===== src/rtl/ifu_fetch_queue.sv =====
// Instruction-fetch queue: issues PC-driven word reads to IM, pairs the in-order
// responses with their PCs and hands them to decode over valid/ready, with flush.
module ifu_fetch_queue #(
  parameter int DEPTH = 4,
  parameter int CNT_W = 3
) (
  input  logic             clk,
  input  logic             reset,
  input  logic [31:0]      pc_in,
  input  logic             pc_valid,
  output logic             pc_ready,
  output logic             im_req,
  output logic [31:0]      im_addr,
  input  logic             im_gnt,
  input  logic             im_rvalid,
  input  logic [31:0]      im_rdata,
  input  logic             flush,
  output logic             out_valid,
  output logic [31:0]      out_pc,
  output logic [31:0]      out_instr,
  input  logic             out_ready,
  output logic [CNT_W-1:0] occupancy
);

  localparam int PTR_W  = $clog2(DEPTH);
  localparam int DROP_W = CNT_W + 4;
  localparam logic [CNT_W-1:0] FULL = CNT_W'(DEPTH);

  logic [PTR_W-1:0]  wr_ptr_q, wr_ptr_d;
  logic [PTR_W-1:0]  rd_ptr_q, rd_ptr_d;
  logic [PTR_W-1:0]  fill_ptr_q, fill_ptr_d;
  logic [CNT_W-1:0]  occ_q, occ_d;
  logic [CNT_W-1:0]  pend_q, pend_d;
  logic [DROP_W-1:0] drop_q, drop_d;
  logic [DEPTH-1:0]  fill_q, fill_d;
  logic [31:0]       hold_pc_q, hold_pc_d;
  logic [31:0]       hold_instr_q, hold_instr_d;
  logic [31:0]       pc_q    [DEPTH];
  logic [31:0]       instr_q [DEPTH];

  logic head_valid;
  logic consume;
  logic rsp_drop;
  logic rsp_acc;

  assign im_req     = reset & pc_valid & (occ_q != FULL) & ~flush;
  assign pc_ready   = im_req & im_gnt;
  assign im_addr    = {pc_in[31:2], 2'b00};
  assign head_valid = fill_q[rd_ptr_q];
  assign out_valid  = head_valid;
  assign out_pc     = head_valid ? pc_q[rd_ptr_q]    : hold_pc_q;
  assign out_instr  = head_valid ? instr_q[rd_ptr_q] : hold_instr_q;
  assign occupancy  = occ_q;
  assign consume    = head_valid & out_ready & ~flush;
  assign rsp_drop   = im_rvalid & (drop_q != '0);
  assign rsp_acc    = im_rvalid & (drop_q == '0) & (pend_q != '0);

  always_comb begin
    wr_ptr_d     = wr_ptr_q;
    rd_ptr_d     = rd_ptr_q;
    fill_ptr_d   = fill_ptr_q;
    occ_d        = occ_q;
    pend_d       = pend_q;
    drop_d       = drop_q;
    fill_d       = fill_q;
    hold_pc_d    = hold_pc_q;
    hold_instr_d = hold_instr_q;
    if (head_valid) begin
      hold_pc_d    = pc_q[rd_ptr_q];
      hold_instr_d = instr_q[rd_ptr_q];
    end
    if (flush) begin
      // Every response not yet returned must be swallowed exactly once later on.
      wr_ptr_d   = '0;
      rd_ptr_d   = '0;
      fill_ptr_d = '0;
      occ_d      = '0;
      pend_d     = '0;
      fill_d     = '0;
      drop_d     = drop_q + DROP_W'(pend_q) - DROP_W'(rsp_drop | rsp_acc);
    end else begin
      if (rsp_drop) begin
        drop_d = drop_q - DROP_W'(1);
      end
      if (rsp_acc) begin
        fill_d[fill_ptr_q] = 1'b1;
        fill_ptr_d         = fill_ptr_q + PTR_W'(1);
      end
      if (consume) begin
        fill_d[rd_ptr_q] = 1'b0;
        rd_ptr_d         = rd_ptr_q + PTR_W'(1);
      end
      if (pc_ready) begin
        fill_d[wr_ptr_q] = 1'b0;
        wr_ptr_d         = wr_ptr_q + PTR_W'(1);
      end
      occ_d  = occ_q + CNT_W'(pc_ready) - CNT_W'(consume);
      pend_d = pend_q + CNT_W'(pc_ready) - CNT_W'(rsp_acc);
    end
  end

  always_ff @(posedge clk or negedge reset) begin
    if (!reset) begin
      wr_ptr_q     <= '0;
      rd_ptr_q     <= '0;
      fill_ptr_q   <= '0;
      occ_q        <= '0;
      pend_q       <= '0;
      drop_q       <= '0;
      fill_q       <= '0;
      hold_pc_q    <= '0;
      hold_instr_q <= '0;
    end else begin
      wr_ptr_q     <= wr_ptr_d;
      rd_ptr_q     <= rd_ptr_d;
      fill_ptr_q   <= fill_ptr_d;
      occ_q        <= occ_d;
      pend_q       <= pend_d;
      drop_q       <= drop_d;
      fill_q       <= fill_d;
      hold_pc_q    <= hold_pc_d;
      hold_instr_q <= hold_instr_d;
    end
  end

  // Payload storage needs no reset; fill bits decide what is visible.
  always_ff @(posedge clk) begin
    if (pc_ready) begin
      pc_q[wr_ptr_q] <= pc_in;
    end
    if (rsp_acc && !flush) begin
      instr_q[fill_ptr_q] <= im_rdata;
    end
  end

endmodule


===== config.mk =====
export PLATFORM = sky130hd
export DESIGN_NAME = ifu_fetch_queue
export DESIGN_NICKNAME = d
export VERILOG_FILES = /design/src/rtl/ifu_fetch_queue.sv
export SDC_FILE = /design/constraint.sdc
export NUM_CORES = 1
export LEC_CHECK = 0
export CORE_MARGIN = 3
export CORE_UTILIZATION = 60
export CTS_BUF_LIST = sky130_fd_sc_hd__clkbuf_16
export CTS_CLUSTER_SIZE = 20
export DETAILED_ROUTE_END_ITERATION = 8
export PLACE_DENSITY = 0.88
export SETUP_SLACK_MARGIN = 0.05
export SLEW_MARGIN = 20
export SYNTH_ARGS = -nofsm -noshare
export SYNTH_HDL_FRONTEND = slang
export SYNTH_SLANG_ARGS = --single-unit

===== constraint.sdc =====
create_clock -name clk -period 6.55 [get_ports clk]
set_clock_uncertainty 0.1 [all_clocks]
set_input_delay 1.965 -clock clk [delete_from_list [all_inputs] [get_ports clk]]
set_output_delay 1.965 -clock clk [all_outputs]
set_load 0.1 [all_outputs]

==> metrics.txt <==
# TYPE chip_impl_metric gauge
chip_impl_info{name="critical_path.top_delay_family",value="buffers and inverters"} 1
chip_impl_metric{name="report.final.setup_viol",unit=""} 0
chip_impl_metric{name="n_fill_cell",unit=""} 1282
chip_impl_metric{name="dieArea",unit="µm²"} 24690
chip_impl_metric{name="pin_count_of_the_biggest_net_entering_global_routing",unit=""} 72
chip_impl_info{name="cts_tree",value="done"} 1
chip_impl_metric{name="clk_pin_slew_worst_setup_hold_paths",unit="ns"} 0.06
chip_impl_metric{name="wire_length_of_the_first_global_routing_pass",unit="µm"} 42000
chip_impl_metric{name="synthesis.area_per_instance",unit="µm²"} 19.41
chip_impl_metric{name="route.antenna.remaining_nets",unit=""} 0
chip_impl_metric{name="synth.cell_area",unit="µm²"} 13710
chip_impl_metric{name="synth_edf_count",unit=""} 256
chip_impl_metric{name="drt_wl_cell",unit="µm"} 23.23
chip_impl_metric{name="n_antenna_cell",unit=""} 0
chip_impl_info{name="rsz0062_at_grt",value="no"} 1
chip_impl_metric{name="total_power",unit="mW"} 4.922
chip_impl_metric{name="synthArstFlopShare",unit="%"} 25.36
chip_impl_metric{name="vias_per_cell",unit=""} 5.867
chip_impl_metric{name="detailedRoute.firstIterationViolations",unit=""} 479
chip_impl_metric{name="fmax",unit="GHz"} 0.1871
chip_impl_metric{name="post_cts_resized",unit=""} 0
chip_impl_info{name="min_path_type",value="reg2reg"} 1
chip_impl_metric{name="worst_r2r_path_depth",unit=""} 10
chip_impl_info{name="critPathLaunchType",value="flip-flop"} 1
chip_impl_metric{name="internal_power",unit="mW"} 3.657
chip_impl_metric{name="floorplan.initialDensity",unit="%"} 61.85
chip_impl_metric{name="drtPass1Iterations",unit=""} 4
chip_impl_metric{name="final_worst_path_cycle_share",unit="%"} 81.61
chip_impl_info{name="worstPathCellList",value="buf_4, mux4_2, mux2_2, buf_4"} 1
chip_impl_metric{name="final.hold.worst_slack",unit="ns"} 0.3951
chip_impl_metric{name="synthCells",unit=""} 706
chip_impl_metric{name="wirelength",unit="µm"} 27270
chip_impl_metric{name="antenna_violations_before_repair",unit=""} 1
chip_impl_metric{name="p_comb_share",unit="%"} 14.1
chip_impl_metric{name="combined_flip_flop_and_latch_cell_area",unit="µm²"} 9869
chip_impl_metric{name="post-cts-setup-buffer-count",unit=""} 0
chip_impl_metric{name="slew_viol_final",unit=""} 0
chip_impl_metric{name="floorplan.die.width",unit="µm"} 157.1
chip_impl_info{name="result_of_the_run",value="finished clean"} 1
chip_impl_metric{name="power-per-cell-area",unit="nW/µm²"} 301.5
chip_impl_metric{name="number_of_placement_rows",unit=""} 54
chip_impl_metric{name="yosysWarningCount",unit=""} 0
chip_impl_metric{name="drive_above_1_share",unit="%"} 32.77
chip_impl_metric{name="global_route.overflow_total",unit=""} 0
chip_impl_metric{name="cts-root-to-sink-buffers",unit=""} 3
chip_impl_metric{name="place_hpwl",unit="µm"} 16080
chip_impl_info{name="endpoint_kind",value="output port"} 1
chip_impl_metric{name="port_buffers",unit=""} 170
chip_impl_metric{name="number_of_cells_traversed_by_the_worst_hold_path",unit=""} 1
chip_impl_metric{name="multi_input_area",unit="µm²"} 3378
chip_impl_metric{name="post-route-drc-count",unit=""} 0
chip_impl_metric{name="critical-path-max-stage-delay",unit="ns"} 0.81
chip_impl_metric{name="synth_seq_cells",unit=""} 343
chip_impl_metric{name="worst-path-max-fanout",unit=""} 47
chip_impl_info{name="critical_path_class",value="reg2out"} 1
chip_impl_metric{name="core_region_area",unit="µm²"} 22160
chip_impl_metric{name="htree_num_levels",unit=""} 2
chip_impl_metric{name="synth.yosys.seq_area_share",unit="%"} 71.97
chip_impl_metric{name="vertical_extent_of_the_die",unit="µm"} 157.1
chip_impl_metric{name="power_leakage",unit="nW"} 6.214
chip_impl_metric{name="tightestPinTransition",unit="ns"} 1.027
chip_impl_metric{name="hold_buffers",unit=""} 0
chip_impl_metric{name="crit_cells",unit=""} 4
chip_impl_metric{name="ios",unit=""} 173
chip_impl_metric{name="clock_insertion_delay_worst_skew",unit="ns"} 0.51
chip_impl_info{name="critPathMostFrequentCell",value="sky130_fd_sc_hd__buf_4"} 1
chip_impl_metric{name="vias",unit=""} 6888
chip_impl_metric{name="hold_viol",unit=""} 0
chip_impl_info{name="root_buffer",value="sky130_fd_sc_hd__clkbuf_16"} 1
chip_impl_metric{name="tritoncts_num_sinks",unit=""} 343
chip_impl_metric{name="crit_required",unit="ns"} 4.49
chip_impl_metric{name="numCtsBuffers",unit=""} 34
chip_impl_metric{name="slew_headroom",unit="%"} 31.52
chip_impl_metric{name="globalRouteTotalUtil",unit="%"} 22.37
chip_impl_metric{name="flow.area_growth_from_synthesis",unit="%"} 19.10
chip_impl_metric{name="r2r_setup_slack",unit="ns"} 2.70
chip_impl_info{name="layout.cells.most_common",value="sky130_fd_sc_hd__edfxtp_1"} 1
chip_impl_metric{name="design.final.nets",unit=""} 973
chip_impl_metric{name="crit_arrival",unit="ns"} 3.28
chip_impl_metric{name="power.sequential.fraction",unit="%"} 49.0
chip_impl_metric{name="power.share.switching",unit="%"} 25.69
chip_impl_info{name="highest_count_cells_in_the_layout_ignoring_fill_and_taps",value="256 x sky130_fd_sc_hd__edfxtp_1, 111 x sky130_fd_sc_hd__buf_4, 85 x sky130_fd_sc_hd__dfrtp_1"} 1
chip_impl_metric{name="first_global_vias",unit=""} 7499
chip_impl_info{name="ys.flop_type",value="sky130_fd_sc_hd__edfxtp_1"} 1
chip_impl_metric{name="power.clock.fraction",unit="%"} 36.8
chip_impl_metric{name="max_cap_viol_count",unit=""} 0
chip_impl_metric{name="critical_path.n_buffers_inverters",unit=""} 2
chip_impl_metric{name="post-route-min-period",unit="ns"} 5.346
chip_impl_metric{name="gpl.final_weighted_congestion",unit=""} 0.7926
chip_impl_info{name="critical_path.slowest_cell",value="sky130_fd_sc_hd__buf_4"} 1
chip_impl_metric{name="setup-tns-final",unit="ns"} 0
chip_impl_metric{name="switching_pwr",unit="mW"} 1.264
chip_impl_metric{name="power.ir.vdd_worst",unit="V"} 0.0002114
chip_impl_metric{name="synthDistinctLibCells",unit=""} 45
[registers in the layout (all words and copies together) (netlist names)]
register      flops
instr_q         128
hold_instr_q     32
occupancy         3
pend_q            3
rd_ptr_q          2
wr_ptr_q          2
hold_pc_q        32
drop_q            7
fill_ptr_q        2
fill_q            4
pc_q            128
[worst reg2reg max path, cell delays in order, from the launching register on]
cell                      delay (ns)
sky130_fd_sc_hd__dfrtp_4        0.72
sky130_fd_sc_hd__mux4_4         1.19
sky130_fd_sc_hd__nand2_1        0.35
sky130_fd_sc_hd__nor2_1         0.08
sky130_fd_sc_hd__ha_1           0.28
sky130_fd_sc_hd__inv_1          0.04
sky130_fd_sc_hd__ha_1           0.18
sky130_fd_sc_hd__fa_1           0.38
sky130_fd_sc_hd__xnor2_1        0.22
sky130_fd_sc_hd__xnor2_1        0.14
sky130_fd_sc_hd__nor2_1         0.05
[power by group through the flow]
stage	Combinational, mW	Clock, mW	Sequential [mW]
after floorplan	0.513	0	2.45
after global placement	0.672	0	2.45
after detailed placement	0.692	0	2.46
after CTS	0.696	1.85	2.41
after global routing	0.754	1.94	2.42
final	0.695	1.81	2.41
[layout make-up]
cell class,count,share of cell area (%)
sequential,343,60.46
multi-input combinational,276,20.70
timing repair buffer,184,9.643
clock buffer,34,5.212
tap,280,2.146
clock inverter,27,1.150
inverter,30,0.6899
[final timing paths]
| kind | startpoint | endpoint |
|---|---|---|
| worst max-delay path | rd_ptr_q[0]$_DFFE_PN0P_ | out_instr[20] |
| worst min-delay path | hold_pc_q[21]$_DFF_PN0_ | hold_pc_q[21]$_DFF_PN0_ |
| worst max register to register | rd_ptr_q[0]$_DFFE_PN0P_ | occupancy[2]$_DFF_PN0_ |
| worst min register to register | hold_pc_q[21]$_DFF_PN0_ | hold_pc_q[21]$_DFF_PN0_ |
| max in group asynchronous | reset | rd_ptr_q[0]$_DFFE_PN0P_ |
| min in group asynchronous | reset | drop_q[3]$_DFFE_PN0P_ |
[kinds of logic after synthesis]
kind of cell | share of synthesized area, %
AND/OR/NAND/NOR | 2.748
adder cells (fa/ha/maj) | 3.177
XOR/XNOR | 0.7029
multiplexers | 16.47
AO/OA/AOI/OAI | 1.442
flip-flops | 71.97
other | 0.02736
buffers and inverters | 3.460
[stage by stage]
stage | std cells | setup slack (ns) | utilization, % | instance area [µm²]
detailed placement | 1113 | 1.223 | 68.97 | 15280
global route | 1174 | 0.9457 | 73.66 | 16320
CTS | 1174 | 1.080 | 73.66 | 16320
floorplan | 707 | 0.4031 | - | 13710
finish | 1174 | 1.204 | 73.66 | 16320
global placement | 1113 | 1.277 | 68.97 | 15280
[synth_stat cells, drive strengths merged (5+ instances only)]
| library cell | n | share of area [%] |
|---|---|---|
| dfrtp | 87 | 16 |
| clkbuf | 9 | 0.25 |
| nor4 | 5 | 0.32 |
| mux2i | 5 | 0.37 |
| inv | 30 | 0.82 |
| a21oi | 12 | 0.44 |
| buf | 49 | 2.4 |
| mux2 | 66 | 5.4 |
| a211oi | 5 | 0.27 |
| xnor2 | 10 | 0.64 |
| mux4 | 65 | 11 |
| edfxtp | 256 | 56 |
| and3 | 9 | 0.41 |
| nor2 | 10 | 0.27 |
| o21ai | 8 | 0.29 |
| nand2 | 9 | 0.25 |
| ha | 30 | 2.7 |
[routing by layer]
metal | wire (µm) | part of all wire, % | GRT usage (%) | up-vias
met4 | 788 | 2.9 | 7.066 | 2
met3 | 1706 | 6.3 | 4.207 | 59
met1 | 10460 | 38 | 29.09 | 3561
li1 | - | - | - | 3043
met2 | 14300 | 52 | 38.80 | 223
met5 | 20 | 0.073 | 0 | -
Power figures use the tool's default switching activity.
